$ cat config.mk
export PLATFORM = sky130hd
export DESIGN_NAME = quad_encoder_counter
export DESIGN_NICKNAME = d
export VERILOG_FILES = /design/src/rtl/quad_encoder_pkg.sv /design/src/rtl/quad_encoder_filter.sv /design/src/rtl/quad_encoder_counter.sv
export SDC_FILE = /design/constraint.sdc
export NUM_CORES = 1
export LEC_CHECK = 0
export CAP_MARGIN = 20
export CORE_ASPECT_RATIO = 0.5
export CORE_MARGIN = 3
export CORE_UTILIZATION = 40
export CTS_CLUSTER_DIAMETER = 200
export CTS_CLUSTER_SIZE = 16
export DETAILED_ROUTE_END_ITERATION = 10
export PLACE_DENSITY = 0.66
export SLEW_MARGIN = 15
export SYNTH_ARGS = -nofsm -noshare
export SYNTH_HDL_FRONTEND = slang
export SYNTH_SLANG_ARGS = --single-unit
$ cat constraint.sdc
create_clock -name clk -period 2.55 [get_ports clk]
set_input_delay 0.255 -clock clk [delete_from_list [all_inputs] [get_ports clk]]
set_output_delay 0.255 -clock clk [all_outputs]
set_load 0.03 [all_outputs]
$ cat src/rtl/quad_encoder_pkg.sv
// Shared constants and decode helpers for the quadrature encoder counter.
package quad_encoder_pkg;

  // Resolution select encodings; the unused code 2'd3 behaves as x1.
  localparam logic [1:0] MODE_X1 = 2'd0;
  localparam logic [1:0] MODE_X2 = 2'd1;
  localparam logic [1:0] MODE_X4 = 2'd2;

  // Encoder states as {a, b}; the up sequence is 00 -> 01 -> 11 -> 10 -> 00.
  localparam logic [1:0] ST_00 = 2'b00;
  localparam logic [1:0] ST_01 = 2'b01;
  localparam logic [1:0] ST_11 = 2'b11;
  localparam logic [1:0] ST_10 = 2'b10;

  typedef enum logic [1:0] {
    MOVE_NONE    = 2'd0,
    MOVE_UP      = 2'd1,
    MOVE_DOWN    = 2'd2,
    MOVE_ILLEGAL = 2'd3
  } move_e;

  // Classify one state change of the filtered A/B pair.
  function automatic move_e classify_move(input logic [1:0] prev_s, input logic [1:0] cur_s);
    move_e res;
    case ({prev_s, cur_s})
      {ST_00, ST_01}, {ST_01, ST_11}, {ST_11, ST_10}, {ST_10, ST_00}: res = MOVE_UP;
      {ST_01, ST_00}, {ST_11, ST_01}, {ST_10, ST_11}, {ST_00, ST_10}: res = MOVE_DOWN;
      {ST_00, ST_11}, {ST_11, ST_00}, {ST_01, ST_10}, {ST_10, ST_01}: res = MOVE_ILLEGAL;
      default: res = MOVE_NONE;
    endcase
    return res;
  endfunction

  // Decide whether a legal transition is counted at the selected resolution.
  // x2 counts any change of A; x1 counts only a rising A (01->11 up, 00->10 down).
  function automatic logic move_counts(input logic [1:0] mode_s, input logic [1:0] prev_s,
                                       input logic [1:0] cur_s);
    logic res;
    case (mode_s)
      MODE_X4: res = 1'b1;
      MODE_X2: res = prev_s[1] ^ cur_s[1];
      MODE_X1: res = ~prev_s[1] & cur_s[1];
      default: res = ~prev_s[1] & cur_s[1];
    endcase
    return res;
  endfunction

endpackage

$ cat src/rtl/quad_encoder_filter.sv
// One encoder channel: multi-flop synchroniser followed by a stable-count
// glitch filter. Idle level is 1 to match a pulled-up encoder pin.
module quad_encoder_filter
  import quad_encoder_pkg::*;
#(
  parameter int SYNC_STAGES   = 2,
  parameter int FILTER_CYCLES = 4
) (
  input  logic clk,
  input  logic reset_n,
  input  logic din,
  output logic dout
);

  localparam int CW = (FILTER_CYCLES > 1) ? $clog2(FILTER_CYCLES) : 1;
  localparam logic [CW-1:0] CNT_LAST = CW'(FILTER_CYCLES - 1);

  logic [SYNC_STAGES-1:0] sync_q, sync_d;
  logic                   filt_q, filt_d;
  logic [CW-1:0]          cnt_q, cnt_d;
  logic                   synced_s;

  assign synced_s = sync_q[SYNC_STAGES-1];
  assign dout     = filt_q;

  // Next-state logic: shift the synchroniser and run the stability counter.
  always_comb begin
    sync_d = {sync_q[SYNC_STAGES-2:0], din};
    filt_d = filt_q;
    cnt_d  = cnt_q;
    if (synced_s != filt_q) begin
      if (cnt_q == CNT_LAST) begin
        // Input has differed long enough: accept the new level.
        filt_d = synced_s;
        cnt_d  = {CW{1'b0}};
      end else begin
        filt_d = filt_q;
        cnt_d  = cnt_q + CW'(1);
      end
    end else begin
      // Any return to the filtered level restarts the stability window.
      filt_d = filt_q;
      cnt_d  = {CW{1'b0}};
    end
  end

  // State registers, cleared to the idle-high level.
  always_ff @(posedge clk or negedge reset_n) begin
    if (!reset_n) begin
      sync_q <= {SYNC_STAGES{1'b1}};
      filt_q <= 1'b1;
      cnt_q  <= {CW{1'b0}};
    end else begin
      sync_q <= sync_d;
      filt_q <= filt_d;
      cnt_q  <= cnt_d;
    end
  end

endmodule

$ cat src/rtl/quad_encoder_counter.sv
// Quadrature decoder and position counter: filtered A/B channels feed a
// state-change decoder with x1/x2/x4 resolution, illegal-jump detection and
// a wrap/saturate counter with synchronous clear and load.
module quad_encoder_counter
  import quad_encoder_pkg::*;
#(
  parameter int               WIDTH         = 16,
  parameter int               SYNC_STAGES   = 2,
  parameter int               FILTER_CYCLES = 4,
  parameter int               SATURATE      = 0,
  parameter logic [WIDTH-1:0] RESET_VALUE   = '0
) (
  input  logic             clk,
  input  logic             reset_n,
  input  logic             a,
  input  logic             b,
  input  logic [1:0]       mode,
  input  logic             clear,
  input  logic             load,
  input  logic [WIDTH-1:0] load_value,
  output logic [WIDTH-1:0] value,
  output logic             step,
  output logic             dir,
  output logic             error
);

  localparam logic [WIDTH-1:0] VAL_MAX  = {WIDTH{1'b1}};
  localparam logic [WIDTH-1:0] VAL_ZERO = {WIDTH{1'b0}};
  localparam logic [WIDTH-1:0] VAL_ONE  = WIDTH'(1);

  logic             a_f_s, b_f_s;
  logic [1:0]       s_s;
  move_e            move_s;
  logic             count_en_s;
  logic             up_s;

  logic [1:0]       prev_q, prev_d;
  logic [1:0]       mode_q, mode_d;
  logic [WIDTH-1:0] value_q, value_d;
  logic             step_q, step_d;
  logic             dir_q, dir_d;
  logic             error_q, error_d;

  quad_encoder_filter #(
    .SYNC_STAGES  (SYNC_STAGES),
    .FILTER_CYCLES(FILTER_CYCLES)
  ) u_filt_a (
    .clk    (clk),
    .reset_n(reset_n),
    .din    (a),
    .dout   (a_f_s)
  );

  quad_encoder_filter #(
    .SYNC_STAGES  (SYNC_STAGES),
    .FILTER_CYCLES(FILTER_CYCLES)
  ) u_filt_b (
    .clk    (clk),
    .reset_n(reset_n),
    .din    (b),
    .dout   (b_f_s)
  );

  assign s_s   = {a_f_s, b_f_s};
  assign value = value_q;
  assign step  = step_q;
  assign dir   = dir_q;
  assign error = error_q;

  // Decode the filtered state change against the registered mode.
  always_comb begin
    move_s     = classify_move(prev_q, s_s);
    up_s       = (move_s == MOVE_UP);
    count_en_s = 1'b0;
    if ((move_s == MOVE_UP) || (move_s == MOVE_DOWN)) begin
      count_en_s = move_counts(mode_q, prev_q, s_s);
    end else begin
      count_en_s = 1'b0;
    end
  end

  // Counter next state: clear beats load beats a decoded step.
  always_comb begin
    prev_d  = s_s;
    mode_d  = mode;
    value_d = value_q;
    step_d  = 1'b0;
    dir_d   = dir_q;
    error_d = (move_s == MOVE_ILLEGAL);
    if (clear) begin
      value_d = RESET_VALUE;
    end else if (load) begin
      value_d = load_value;
    end else if (count_en_s) begin
      step_d = 1'b1;
      dir_d  = up_s;
      if (up_s) begin
        if (value_q == VAL_MAX) begin
          value_d = (SATURATE != 0) ? value_q : VAL_ZERO;
        end else begin
          value_d = value_q + VAL_ONE;
        end
      end else begin
        if (value_q == VAL_ZERO) begin
          value_d = (SATURATE != 0) ? value_q : VAL_MAX;
        end else begin
          value_d = value_q - VAL_ONE;
        end
      end
    end else begin
      value_d = value_q;
    end
  end

  // Decoder history, mode and output registers.
  always_ff @(posedge clk or negedge reset_n) begin
    if (!reset_n) begin
      prev_q  <= ST_11;
      mode_q  <= MODE_X1;
      value_q <= RESET_VALUE;
      step_q  <= 1'b0;
      dir_q   <= 1'b1;
      error_q <= 1'b0;
    end else begin
      prev_q  <= prev_d;
      mode_q  <= mode_d;
      value_q <= value_d;
      step_q  <= step_d;
      dir_q   <= dir_d;
      error_q <= error_d;
    end
  end

endmodule

==> results.txt, run 1 <==
----------------------------------------------------
[Drt]
  DRT iter0 DRCs ... 232
  Antenna-violating nets left ... 0
  Via count of the routed design ... 2308
  Final routed wirelength across all metal layers ... 6.678 mm
  Routed length per instance ... 17.71 um
  Post-route DRC violation count ... 0
  Via/cell ratio ... 6.122
  Detailed-router iteration count before antenna repair ... 7

[STA]
  Fmax ... 0.4153 GHz
  Count of endpoints failing setup in the final report ... 0
  Setup skew after layout ... 8.114 ps
  Post-route minimum period ... 2408 ps
  Number of hold violations in the final report ... 0
  Actual slew at the worst max-slew pin ... 543.0 ps
  Final Hold Slack ... 356.3 ps
  Pins over their slew limit ... 0
  Worst slew margin ... 63.53%
  Fraction of the cycle the final worst path needs ... 94.43%

[Critical path]
  Family of cells with the greatest summed delay on the critical path ... compound AO/OA/AOI/OAI gates
  Endpoint type of the worst setup path ... register
  Slowest cell delay on critical path ... 600 ps
  Worst path bufs/invs ... 2
  Data required time at the worst endpoint ... 2710 ps
  Critical path data arrival time ... 2570 ps
  Critical Setup Path Class ... reg2reg
  Cells traversed along the worst timing path ... o21ai_0 > o21ai_1 > inv_1 > ha_2 > buf_12 > a41oi_4 > or3b_1 > a32oi_1 > o21ai_1
  Crit start category ... register
  Cell repeated most along the worst path ... sky130_fd_sc_hd__o21ai_1
  Cell with the largest stage delay on the worst path ... sky130_fd_sc_hd__dfstp_2
  Max Fanout on Critical Path ... 17

[Clock network]
  Clock buffers created by TritonCTS ... 5
  Clock Pin Slew Worst Setup and Hold Paths ... 60 ps
  Maximum clock path buffer count ... 2
  CTS sink count ... 33
  Deepest level of the CTS H-tree ... 2
  Clk Tree Root Cell ... sky130_fd_sc_hd__clkbuf_16
  Clock tree from TritonCTS ... built
  Clk Latency, worst-skew pair ... 280 ps

[Yosys]
  Distinct cell type count of the synthesized netlist ... 50
  Synthesized netlist net count ... 292
  YS warnings ... 0
  Number of standard cells after synthesis ... 258
  Yosys reg bits ... 33
  Mapped cell area ... 0.002350 mm2
  Average cell area after synthesis ... 9.108 um2
  Fraction of registers with async set/reset ... 100.0%
  Post-synthesis sequential area ratio ... 35.62%
  EDFF count, synth ... 0
  Main flop type after synthesis ... sky130_fd_sc_hd__dfrtp_1

[Hold path]
  Worst min-delay path category ... reg2reg

[Die]
  Die area ... 0.006886 mm2
  Chip Height ... 60.20 um
  Die Width ... 114.4 um
  Boundary Pins ... 43
  Core box area ... 0.005587 mm2
  Initial core utilization ... 42.06%
  Std cell rows ... 19

[Pwr]
  Total internal power ... 0.002068 W
  Portion of total power attributed to the clock network ... 19.7%
  Switching power share of the total ... 43.31%
  Leak pwr ... 1.209 nW
  Peak supply drop ... 0.5214 mV
  Part of the total power dissipated in combinational logic ... 55.7%
  Pwr Density ... 1186 mW/mm2
  Net load switching power ... 0.001580 W
  Sequential fraction of design power ... 24.5%

[Layout]
  Core utilization of the finished layout ... 55.07%
  Ratio of cells with drive above 1 in the final layout ... 16.45%
  Commonest cells after routing, fill and taps aside ... sky130_fd_sc_hd__clkdlybuf4s50_1, sky130_fd_sc_hd__dfrtp_1, sky130_fd_sc_hd__buf_4
  Area growth from synthesis to layout ... 30.94%
  Leading cell type in the layout, fill and taps excluded ... sky130_fd_sc_hd__clkdlybuf4s50_1
  Number of diodes ... 0
  Nets ... 337

[Placement]
  Last weighted congestion value of the routability-driven placer ... 0.8763
  Half-perimeter wire length after placement ... 4.896 mm
  Number of port buffers ... 42

[Outcome]
  Result of the run ... finished, final reports clean

[Global routing]
  Total overflow reported by the global router ... 0
  Number of global-route vias before repair ... 2096
  First-pass GRT wire length ... 10.87 mm
  GRT Overall Usage ... 20.69%
  Initial antenna violation count ... 0
  Pin count of the biggest net entering global routing ... 34

[Job]
  Max-capacitance violation count ... 0

----------------------------------------------------
[worst paths after layout]
check	start	slack [ps]	end	cells after the start
setup / recovery	u_filt_a.dout	140	value[7]	9
min in group asynchronous	reset_n	380	error	2
max in group asynchronous	reset_n	1830	dir	2
setup reg to reg	u_filt_a.dout	140	value[7]	9
hold reg to reg	u_filt_b.sync_q[0]	360	u_filt_b.sync_q[1]	0
hold / removal	u_filt_b.sync_q[0]	360	u_filt_b.sync_q[1]	0
[power groups by stage]
stage	clock (W)	sequential [W]	combinational, W
6_report	0.000720	0.000894	0.00203
5_1_grt	0.000753	0.000914	0.00223
4_1_cts	0.000725	0.000892	0.00200
3_5_place_dp	0	0.000898	0.00199
3_3_place_gp	0	0.000889	0.00194
2_1_floorplan	0	0.000957	0.00126
[timing repair]
| action | 4_1_cts | 5_1_grt |
|---|---|---|
| endpoints found under the hold margin | 0 | 0 |
| endpoints found under the setup margin | 0 | 15 |
| hold buffers | 0 | 0 |
| resized for setup | 0 | 4 |
| buffers inserted | 0 | 1 |
[per-stage QoR]
stage	instances	total power (W)	area [um2]	setup TNS [ps]	setup slack [ps]
floorplan	258	0.002221	2352	0	33.31
global placement	368	0.002831	2894	0	164.0
detailed placement	368	0.002891	2894	0	21.94
CTS	376	0.003618	3067	0	5.506
global route	377	0.003894	3077	-5.268	-5.268
finish	377	0.003648	3077	0	142.1
[cells in the mapped netlist, types with 8 or more instances]
| cell | instances | area share [%] |
|---|---|---|
| sky130_fd_sc_hd__nor3_1 | 8 | 1.7 |
| sky130_fd_sc_hd__nor2_1 | 12 | 1.9 |
| sky130_fd_sc_hd__nand2_1 | 15 | 2.4 |
| sky130_fd_sc_hd__a21oi_1 | 10 | 2.1 |
| sky130_fd_sc_hd__inv_1 | 10 | 1.6 |
| sky130_fd_sc_hd__nor2b_1 | 8 | 2.1 |
| sky130_fd_sc_hd__a22oi_1 | 9 | 2.9 |
| sky130_fd_sc_hd__nand4_1 | 11 | 2.9 |
| sky130_fd_sc_hd__nand3_1 | 13 | 2.8 |
| sky130_fd_sc_hd__dfstp_2 | 9 | 10 |
| sky130_fd_sc_hd__o21ai_0 | 11 | 2.3 |
| sky130_fd_sc_hd__ha_1 | 10 | 5.3 |
| sky130_fd_sc_hd__clkbuf_1 | 14 | 2.2 |
| sky130_fd_sc_hd__dfrtp_1 | 24 | 26 |
[final cells by class]
cell class | count | area (um2)
fill | 493 | 2510
multi-input combinational | 190 | 1348
sequential | 33 | 837.1
timing repair buffer | 63 | 590.6
clock buffer | 7 | 142.6
tap | 73 | 91.34
inverter | 10 | 37.54
clock inverter | 1 | 30.03
[state kept, by name, summed over array words and instances (netlist names), 2 cells and up]
| name | cells |
|---|---|
| u_filt_a.cnt_q | 2 |
| u_filt_b.cnt_q | 2 |
| mode_q | 2 |
| prev_q | 2 |
| value | 16 |
| u_filt_b.sync_q | 2 |
| u_filt_a.sync_q | 2 |
[routing by layer]
layer / vias to the layer above / routed length (um) / track usage, %
met2: 92 / 3073 / 31.27
met1: 1141 / 3041 / 28.76
met4: 0 / 135 / 6.599
met5: - / 0 / 0
met3: 16 / 428 / 5.763
li1: 1059 / - / -
[cells by family (layout without fill, tap and decap cells)]
group / count (synthesis) / after routing / share of synthesized area [%]
AO/OA/AOI/OAI: 69 / 69 / 21.51
XOR/XNOR: 10 / 10 / 3.728
adder cells (fa/ha/maj): 10 / 10 / 5.325
buffers and inverters: 35 / 81 / 7.135
flip-flops: 33 / 33 / 35.62
multiplexers: 6 / 6 / 2.716
AND/OR/NAND/NOR: 95 / 95 / 23.96
Note: power is estimated with default switching activity, not from simulation.
==> inputs of run 2 (changes only) <==
- CTS_BUF_LIST: unset -> sky130_fd_sc_hd__clkbuf_8
- PLACE_DENSITY: 0.66 -> unset
- TNS_END_PERCENT: unset -> 10
- clock period: 2.55 -> 2.35 ns (I/O delays scaled with it)
==> results.txt, run 2 (synthesis gave the netlist of run 1 again) <==
----------------------------------------------------
[Clock network]
  Clock tree from TritonCTS ... built
  Clock Pin Slew Worst Setup and Hold Paths ... 80 ps
  Clk Latency, worst-skew pair ... 300 ps
  Hold_buf cts ... 0
  CTS sink count ... 33
  Maximum clock path buffer count ... 2
  Deepest level of the CTS H-tree ... 2
  Clock buffers created by TritonCTS ... 5
  Clk Tree Root Cell ... sky130_fd_sc_hd__clkbuf_8

[Global routing]
  Most congested layer reported by global routing ... met2
  Total overflow reported by the global router ... 0
  Number of global-route vias before repair ... 2270
  GR Layer Usage met3 ... 4.651%
  Met1 Resource Use GR ... 32.41%
  Pin count of the biggest net entering global routing ... 34
  GR Layer Usage met2 ... 34.24%
  Initial antenna violation count ... 0
  First-pass GRT wire length ... 11.71 mm
  GRT Overall Usage ... 22.31%

[Die]
  Chip Height ... 60.20 um
  Initial core utilization ... 42.06%
  Std cell rows ... 19
  Core box area ... 0.005587 mm2
  Die Width ... 114.4 um
  Die area ... 0.006886 mm2
  Boundary Pins ... 43

[Layout]
  Area growth from synthesis to layout ... 44.94%
  Number of diodes ... 0
  Nets ... 370
  Max reg flops ... 16
  Ratio of cells with drive above 1 in the final layout ... 28.19%
  Area taken by flip-flops and latches ... 837.1 um2
  Non-filler instance count after layout ... 410
  Commonest cells after routing, fill and taps aside ... sky130_fd_sc_hd__buf_4, sky130_fd_sc_hd__clkdlybuf4s50_1, sky130_fd_sc_hd__dfrtp_1
  Combined area of the multi-input logic cells ... 0.001471 mm2
  Filler cell count ... 475
  Leading cell type in the layout, fill and taps excluded ... sky130_fd_sc_hd__buf_4

[STA]
  Fmax ... 0.4319 GHz
  Post-route minimum period ... 2315 ps
  Actual slew at the worst max-slew pin ... 491.3 ps
  Count of endpoints failing setup in the final report ... 0
  Number of hold violations in the final report ... 0
  Setup repair after global routing missed its margin ... true
  Setup skew after layout ... 8.598 ps
  Pins over their slew limit ... 0
  Final Hold Slack ... 341.4 ps
  Fraction of the cycle the final worst path needs ... 98.53%
  Worst slew margin ... 67.00%
  Final setup margin ... 34.61 ps

[Critical path]
  Cell with the largest stage delay on the worst path ... sky130_fd_sc_hd__dfstp_2
  Cells traversed along the worst timing path ... nand2_2 > o211ai_1 > o21ai_2 > buf_4 > ha_4 > o311ai_4 > a311o_1 > a221o_1 > o21ai_1
  Source of the worst register-to-register timing path ... u_filt_a.dout
  Crit start category ... register
  Endpoint type of the worst setup path ... register
  Data required time at the worst endpoint ... 2580 ps
  Critical path data arrival time ... 2550 ps
  Critical Setup Path Class ... reg2reg
  Slowest cell delay on critical path ... 600 ps
  Max Fanout on Critical Path ... 7
  Worst setup path startpoint ... u_filt_a.dout

[Drt]
  Final routed wirelength across all metal layers ... 7.577 mm
  Post-route DRC violation count ... 0
  Via/cell ratio ... 5.895
  Detailed-router iteration count before antenna repair ... 5
  Via count of the routed design ... 2417
  Routed length per instance ... 18.48 um
  DRT iter0 DRCs ... 226
  Antenna-violating nets left ... 0

[Job]
  Max-capacitance violation count ... 0

[Pwr]
  Pwr Density ... 1361 mW/mm2
  Final Total Pwr ... 0.004637 W
  Leak pwr ... 1.378 nW
  Peak supply drop ... 0.9213 mV

[Placement]
  Number of port buffers ... 42
  Number of placed instances, taps included ... 386
  Half-perimeter wire length after placement ... 5.362 mm
  Last weighted congestion value of the routability-driven placer ... 0.9205
  Placement-stage worst setup slack ... -12.15 ps

[Outcome]
  Result of the run ... finished, final reports clean

[Hold path]
  Worst min-delay path category ... in2reg
  Worst min-delay path startpoint ... a

----------------------------------------------------
## run 2: cell types whose count changed in the layout (fill, tap and decap cells not counted), moves of 2 or more
| cell | previous run | this run |
|---|---|---|
| sky130_fd_sc_hd__a221oi_1 | 7 | 4 |
| sky130_fd_sc_hd__ha_4 | 0 | 2 |
| sky130_fd_sc_hd__a221oi_2 | 0 | 3 |
| sky130_fd_sc_hd__o21ai_0 | 9 | 7 |
| sky130_fd_sc_hd__o21ai_2 | 0 | 2 |
| sky130_fd_sc_hd__buf_4 | 20 | 50 |
| sky130_fd_sc_hd__clkbuf_16 | 5 | 1 |
| sky130_fd_sc_hd__clkbuf_8 | 1 | 6 |
## run 2: where the power goes
| group | internal [W] | switching, W |
|---|---|---|
| clock network | 0.000341 | 0.000223 |
| logic | 0.00152 | 0.00165 |
| registers | 0.000753 | 0.000153 |
| total | 0.00261 | 0.00203 |
## run 2: what timing repair did
action                                  in CTS  in global routing
resized for setup                            3                 18
gates cloned                                 0                  3
endpoints found under the setup margin       5                 17
buffers inserted                             0                 13
pin swaps                                    1                  9
## run 2: path summary, 6_finish.rpt
kind / to / slack [ps] / depth (start not counted)
setup / recovery: value[11] / 30 / 9
hold / removal: u_filt_a.sync_q[0] / 340 / 1
setup reg to reg: value[11] / 30 / 9
hold reg to reg: u_filt_b.sync_q[1] / 360 / 0
max in group asynchronous: prev_q[1] / 1660 / 2
min in group asynchronous: step / 350 / 2
## run 2: layout make-up
type                            count  area share (%)
Clock buffer                        6           2.425
Inverter                           10           1.102
Clock inverter                      2          0.9919
Multi-Input combinational cell    191           43.20
Timing Repair Buffer               95           25.02
Sequential cell                    33           24.58
Tap cell                           73           2.682
## run 2: worst max-delay path, delay by kind of cell (launching register included)
family,cells,cell delay [ps]
simple gates,1,70
flops,1,600
compound gates,6,1140
fa+ha+maj,1,280
buf+inv,1,150
## run 2: routing by layer
| metal | vias up | share of wire, % |
|---|---|---|
| li1 | 1122 | - |
| met1 | 1197 | 47 |
| met2 | 86 | 44 |
| met3 | 12 | 7.3 |
| met4 | 0 | 0.95 |
| met5 | - | 0 |
## run 2: metrics by stage
stage | TNS [ps] | util (%) | cell area (um2)
after detailed placement | -30.81 | 54.33 | 3035
after global placement | 0 | 54.33 | 3035
after floorplan | -109.5 | - | 2376
after global routing | -326.8 | 60.96 | 3406
after CTS | 0 | 56.77 | 3172
final | 0 | 60.96 | 3406
==> inputs of run 3 (changes only) <==
- CAP_MARGIN: 20 -> 10
- CORE_MARGIN: 3 -> 5
==> results.txt, run 3 (synthesis gave the netlist of run 1 again) <==
----------------------------------------------------
[Outcome]
  Result of the run ... finished, final reports clean

[Placement]
  Number of placed instances, taps included ... 380
  Half-perimeter wire length after placement ... 5.195 mm
  Last weighted congestion value of the routability-driven placer ... 0.8908
  Number of port buffers ... 42

[Clock network]
  Clk Tree Root Cell ... sky130_fd_sc_hd__clkbuf_8
  Hold_buf cts ... 0
  Clock tree from TritonCTS ... built
  Maximum clock path buffer count ... 2
  Deepest level of the CTS H-tree ... 2
  Clock buffers created by TritonCTS ... 5
  Clock Pin Slew Worst Setup and Hold Paths ... 70 ps
  Clk Latency, worst-skew pair ... 290 ps
  CTS sink count ... 33

[Pwr]
  Leak pwr ... 1.280 nW
  Pwr Density ... 1248 mW/mm2
  Final Total Pwr ... 0.003979 W
  Peak supply drop ... 0.7957 mV

[Drt]
  Final routed wirelength across all metal layers ... 7.234 mm
  Post-route DRC violation count ... 0
  Via/cell ratio ... 5.876
  Detailed-router iteration count before antenna repair ... 5
  Antenna-violating nets left ... 0
  Routed length per instance ... 18.36 um
  DRT iter0 DRCs ... 229
  Via count of the routed design ... 2315

[Global routing]
  First-pass GRT wire length ... 11.90 mm
  Initial antenna violation count ... 0
  Number of global-route vias before repair ... 2235
  Total overflow reported by the global router ... 0
  Pin count of the biggest net entering global routing ... 34
  GRT Overall Usage ... 19.44%

[Layout]
  Ratio of cells with drive above 1 in the final layout ... 23.05%
  Max reg flops ... 16
  Nets ... 354
  Commonest cells after routing, fill and taps aside ... sky130_fd_sc_hd__clkdlybuf4s50_1, sky130_fd_sc_hd__buf_4, sky130_fd_sc_hd__dfrtp_1
  Number of diodes ... 0
  Non-filler instance count after layout ... 394
  Filler cell count ... 505
  Leading cell type in the layout, fill and taps excluded ... sky130_fd_sc_hd__clkdlybuf4s50_1
  Area growth from synthesis to layout ... 35.73%
  Area taken by flip-flops and latches ... 837.1 um2
  Combined area of the multi-input logic cells ... 0.001390 mm2

[Critical path]
  Register-to-register path setup slack ... 20 ps
  Cell with the largest stage delay on the worst path ... sky130_fd_sc_hd__dfstp_2
  Crit start category ... register
  Slowest cell delay on critical path ... 600 ps
  Family of cells with the greatest summed delay on the critical path ... compound AO/OA/AOI/OAI gates
  Data required time at the worst endpoint ... 2570 ps
  Worst path bufs/invs ... 2
  Endpoint type of the worst setup path ... register
  Max Fanout on Critical Path ... 7
  Cells traversed along the worst timing path ... o21ai_1 > o21ai_1 > inv_1 > ha_4 > nand4_1 > nor3_2 > a311o_2 > buf_6 > a221o_1 > o21ai_1
  Critical Setup Path Class ... reg2reg
  Source of the worst register-to-register timing path ... u_filt_a.dout
  Worst setup path startpoint ... u_filt_a.dout
  Cell repeated most along the worst path ... sky130_fd_sc_hd__o21ai_1
  Critical path data arrival time ... 2540 ps

[Die]
  Die area ... 0.007600 mm2
  Die Width ... 118.4 um
  Initial core utilization ... 42.06%
  Core box area ... 0.005587 mm2
  Chip Height ... 64.20 um
  Std cell rows ... 19
  Boundary Pins ... 43

[STA]
  Setup skew after layout ... 7.813 ps
  Actual slew at the worst max-slew pin ... 449.3 ps
  Setup repair after global routing missed its margin ... true
  Number of hold violations in the final report ... 0
  Fmax ... 0.4299 GHz
  Worst slew margin ... 70.05%
  Post-route minimum period ... 2326 ps
  Count of endpoints failing setup in the final report ... 0
  Pins over their slew limit ... 0
  Fraction of the cycle the final worst path needs ... 98.99%

[Job]
  Max-capacitance violation count ... 0

[Hold path]
  Worst min-delay path category ... in2async

----------------------------------------------------
## run 3: cell count changes in the layout (fill, tap and decap cells not counted), sizes merged
cell    previous run  this run
bufbuf             0         1
clkbuf             7         5
o311ai             2         1
bufinv             1         0
buf               52        37
clkinv             0         2
## run 3: routing by layer
layer	wire, um	track usage [%]	share of wire, %
met1	3418	28.41	47
met2	3243	29.13	45
met3	526	4.493	7.3
met4	44	4.526	0.61
met5	0	0	0
## run 3: worst paths after layout
kind,end,depth (start not counted)
min reg2reg,u_filt_b.sync_q[1],0
max,value[11],10
max in group asynchronous,u_filt_b.dout,2
min in group clk,u_filt_b.sync_q[1],0
max reg2reg,value[11],10
min,value[0],2
## run 3: power by group
| group | switching (W) | internal [W] |
|---|---|---|
| clock network | 0.000218 | 0.000201 |
| logic | 0.00141 | 0.00122 |
| registers | 0.000174 | 0.000753 |
| total | 0.00180 | 0.00218 |
## run 3: cell type report
cell class	count	share of cell area, %
flip-flops and latches	33	26.25
clock buffers	5	2.158
clock inverters	3	0.4315
inverters	10	1.177
well taps	73	2.864
repair buffers	80	23.54
multi-input cells	190	43.59
## run 3: metrics by stage
step / area [um2] / setup TNS [ps] / worst slack, ps / utilization, % / hold slack (ps)
6_report: 3189 / 0 / 23.62 / 57.09 / 347.5
3_3_place_gp: 2990 / -86.66 / -42.83 / 53.53 / 345.6
5_1_grt: 3189 / -411.5 / -83.71 / 57.09 / 332.0
4_1_cts: 3127 / 0 / 10.58 / 55.97 / 342.1
3_5_place_dp: 2990 / -144.6 / -44.96 / 53.53 / 347.3
2_1_floorplan: 2376 / -109.5 / -56.84 / - / -60.59
## run 3: timing repair
action	in CTS	in global routing
pin swaps	2	4
setup buffers	1	4
gates cloned	1	0
gates resized for setup	3	10
setup endpoints to repair	9	14
